--- config.mk ---
export PLATFORM = sky130hd
export DESIGN_NAME = ar_m
export DESIGN_NICKNAME = d
export VERILOG_FILES = /design/src/rtl/ar_m.sv
export SDC_FILE = /design/constraint.sdc
export NUM_CORES = 1
export LEC_CHECK = 0
export CAP_MARGIN = 20
export CELL_PAD_IN_SITES_DETAIL_PLACEMENT = 2
export CELL_PAD_IN_SITES_GLOBAL_PLACEMENT = 2
export CORE_ASPECT_RATIO = 0.5
export CORE_MARGIN = 4
export CORE_UTILIZATION = 47
export CTS_CLUSTER_DIAMETER = 50
export CTS_CLUSTER_SIZE = 24
export DETAILED_ROUTE_END_ITERATION = 12
export PLACE_DENSITY_LB_ADDON = 0.1
export REMOVE_ABC_BUFFERS = 1
export SYNTH_ARGS = -nofsm -noshare
export SYNTH_HDL_FRONTEND = slang
export SYNTH_SLANG_ARGS = --single-unit
--- constraint.sdc ---
create_clock -name clk -period 2.2 [get_ports clk]
set_input_delay 0.55 -clock clk [delete_from_list [all_inputs] [get_ports clk]]
set_output_delay 0.55 -clock clk [all_outputs]
set_load 0.005 [all_outputs]
--- src/rtl/ar_m.sv ---
// ar_m: registered 8-entry table multiplexer.
// A 3-bit select {a,b,c} (a is the MSB) picks one WIDTH-bit entry of an
// internal table, and the entry is registered into q every rising clk.
// The table resets to one-hot defaults (entry i = 1 << i). The write port
// can overwrite entries. A read and a write to the same index in one cycle
// return the old entry.
//
// Ports:
//   clk      in   1      rising-edge clock
//   rst_n    in   1      asynchronous active-low reset
//   a,b,c    in   1      select bits 2,1,0
//   wr_en    in   1      table write enable
//   wr_addr  in   3      table write index
//   wr_data  in   WIDTH  table write data
//   q        out  WIDTH  registered selected entry (0 in reset)
//   q_par    out  1      even parity of q, only when AR_M_PARITY_EN is defined
//
// Build option: define AR_M_PARITY_EN to add the q_par output.
module ar_m #(
   parameter int unsigned WIDTH = 8
) (
   input  logic             clk,
   input  logic             rst_n,
   input  logic             a,
   input  logic             b,
   input  logic             c,
   input  logic             wr_en,
   input  logic [2:0]       wr_addr,
   input  logic [WIDTH-1:0] wr_data,
`ifdef AR_M_PARITY_EN
   output logic             q_par,
`endif
   output logic [WIDTH-1:0] q
);

   localparam int unsigned DEPTH = 8;

   logic [2:0]       sel;
   logic [WIDTH-1:0] mem_q [DEPTH];
   logic [WIDTH-1:0] mem_d [DEPTH];
   logic [WIDTH-1:0] q_q;
   logic [WIDTH-1:0] q_d;

   // Next-state: read uses the current table contents, which gives read-before-write.
   always_comb begin
      sel   = {a, b, c};
      mem_d = mem_q;
      q_d   = mem_q[sel];
      if (wr_en) begin
         mem_d[wr_addr] = wr_data;
      end
   end

   // Table and output registers; reset restores the one-hot defaults.
   always_ff @(posedge clk or negedge rst_n) begin
      if (!rst_n) begin
         for (int unsigned i = 0; i < DEPTH; i++) begin
            mem_q[i] <= WIDTH'(1) << i;
         end
         q_q <= '0;
      end else begin
         mem_q <= mem_d;
         q_q   <= q_d;
      end
   end

   assign q = q_q;

`ifdef AR_M_PARITY_EN
   logic par_q;
   logic par_d;

   // Parity of the same entry that is registered into q.
   always_comb begin
      par_d = ^q_d;
   end

   always_ff @(posedge clk or negedge rst_n) begin
      if (!rst_n) begin
         par_q <= 1'b0;
      end else begin
         par_q <= par_d;
      end
   end

   assign q_par = par_q;
`endif

endmodule

==> impl_metrics.py <==
metrics = {
    "timing": {
        "min_period_ps": 2150,
        "post-route-period-util_pct": 97.9,
        "setup_slack_ps": 46.0,
        "drv_slew": 0,
        "slew_headroom_pct": 69.0,
        "finClkSkew_ps": 6.24,
        "worst_pin_slew_ps": 459,
        "setup_violations": 0,
        "hold_viol": 0,
        "rsz0062_at_grt": "no",
        "timing.fmax_mhz": 464,
    },
    "cells_and_area": {
        "utilization_pct": 62.5,
        "drive_gt1_share_pct": 51.7,
        "synthToLayoutAreaGrowth_pct": 23.5,
        "n_fill_cell": 495,
        "final_nets": 242,
        "instances_no_fill": 318,
        "n_antenna_cell": 0,
    },
    "die": {
        "rows": 20,
        "start_util_pct": 50.6,
        "core_mm2": 0.00633,
        "die_area_mm2": 0.00828,
        "die_w_um": 125,
        "io_pins": 25,
        "fp.dieH_um": 66.4,
    },
    "power_and_ir_drop": {
        "ir_worst_vdd_mv": 0.524,
        "power_density_mw_per_mm2": 982,
        "p_leak_nw": 1.69,
    },
    "yosys": {
        "synth.avg_cell_area_um2": 17.8,
        "post-synth-top-count-cell": "mux2_2",
        "ys.flop_type": "dfrtp_1",
        "yosys.area.top_type": "dfrtp_1",
        "synth_top_area_share_pct": 50.0,
        "ys_async_sr_fraction_pct": 100,
        "synth_cells": 180,
        "synth_edf_count": 0,
        "synth.area.top_cells": "dfrtp_1, mux2_2, mux4_1",
        "synth_common_cells": "mux2_2, dfrtp_1, mux4_1, dfstp_2, buf_2",
        "synth_cell_type_count": 14,
        "syn_area_mm2": 0.00320,
        "synth-seq-cells": 72,
        "synth_warnings": 0,
        "ys_seq_area_share_pct": 56.6,
    },
    "global_route": {
        "met1_usage_pct": 29.6,
        "grt_pass1_wl_um": 14200,
        "grt_max_degree": 73,
        "grt.busiest_layer": "met2",
        "met3_usage_pct": 6.94,
        "gr-usage-all-layers_pct": 24.0,
        "grt_pass1_vias": 2192,
        "globalRouteOverflowTotal": 0,
        "antenna_found_initial": 0,
        "grt_use_met2_pct": 42.5,
    },
    "clock_tree": {
        "ctsHoldBuffers": 0,
        "htreeDepth": 3,
        "post_cts_buffers": 0,
        "root_buffer": "clkbuf_16",
        "clkTransAtPathRegs_ps": 50,
        "clkLatencyLatePin_ps": 340,
        "ctsResizeCount": 0,
        "numCtsBuffers": 9,
        "cts_tree": "built",
        "clockBufferDepth": 2,
        "cts.sinks": 72,
    },
    "drt": {
        "wl_um": 8910,
        "vias": 1832,
        "drt_pass1_iterations": 4,
        "avgRoutedWirePerCell_um": 28.0,
        "postRouteAntennaNets": 0,
        "remaining_drc_errors": 0,
        "drt_iter0_drc": 86,
        "avgViaCountPerCell": 5.76,
    },
    "setup_path": {
        "cp-end-kind": "flip-flop",
        "crit_path_max_incr_delay_ps": 720,
        "cp_data_required_time_ps": 2410,
        "start_kind": "primary input",
        "crit_type": "primary input to flip-flop",
        "critPathArrivalTime_ps": 2370,
        "cpLargestDelayFamily": "buffers and inverters",
        "cp_max_fo": 8,
        "slowest_stage": "clkdlybuf4s50_1",
        "reg2reg_slack_ps": 850,
        "crit_chain": "clkdlybuf4s50_1 > nor4bb_2 > buf_4 > mux2_2",
        "worst-path-buf-inv": 2,
    },
    "min_path": {
        "hold_class": "primary input to asynchronous set/reset pin",
    },
    "run_status": {
        "status": "finished, final reports clean",
    },
    "placed_design": {
        "routabilityCongestion": 0.719,
        "dp.cells": 302,
        "place.port_buffers": 24,
        "dp_worst_setup_slack_ps": -138,
        "dp_hpwl_um": 5280,
    },
    "run": {
        "maxCapViolCount": 0,
    },
}
[per-stage QoR]
stage               hold slack, ps  cell area, um2  power, mW  setup TNS, ps
detailed placement             493            3690       2.53          -3050
CTS                            251            3960       3.93              0
floorplan                      254            3130       2.17              0
global route                   266            3960       4.08              0
finish                         221            3960       3.88              0
global placement               480            3690       2.44           -552
[layer usage]
metal,vias up,share of wire [%],routed length [um]
met5,-,0,0
met4,0,0.71,63
met3,6,2.9,260
met2,35,51,4550
met1,1004,45,4040
li1,787,-,-
[report_power, final]
part	internal (mW)	leakage (nW)	total, mW	switching [mW]
Combinational	0.465	0.707	0.730	0.266
Sequential	1.65	0.852	1.84	0.184
Clock	0.794	0.128	1.32	0.523
[state kept, by name (all words and copies together) (netlist names)]
signal,count
q,8
mem_q,64
[final timing paths]
kind / from / to / depth (start not counted)
worst max-delay path: wr_addr[2] / mem_q[29] / 4
worst min-delay path: rst_n / mem_q[13] / 2
worst max register to register: mem_q[52] / q[4] / 2
worst min register to register: mem_q[62] / mem_q[62] / 1
max in group asynchronous: rst_n / mem_q[42] / 2
min in group clk: mem_q[62] / mem_q[62] / 1
[cells in the final DEF, fill, tap and decap left out, drive strengths merged]
cell type / instances
mux2: 72
dfrtp: 64
clkdlybuf4s50: 23
buf: 23
mux4: 16
clkbuf: 15
dfstp: 8
nand4b: 3
nor4bb: 3
nor4b: 1
nand4: 1
clkinv: 1
[layout make-up]
cell class,instances,area [um2],share of cell area (%)
flip-flops and latches,72,1810,45.8
multi-input cells,96,1330,33.7
repair buffers,46,438,11.1
clock buffers,15,258,6.52
well taps,88,110,2.78
clock inverters,1,5.00,0.127
[logic make-up (layout without fill, tap and decap cells)]
kind of cell	after synthesis	in the layout	synth area share [%]
AND/OR/NAND/NOR	8	8	2.70
buffers and inverters	12	62	2.42
flip-flops	72	72	56.6
multiplexers	88	88	38.3
No activity file was read; power rests on OpenSTA's default activity.
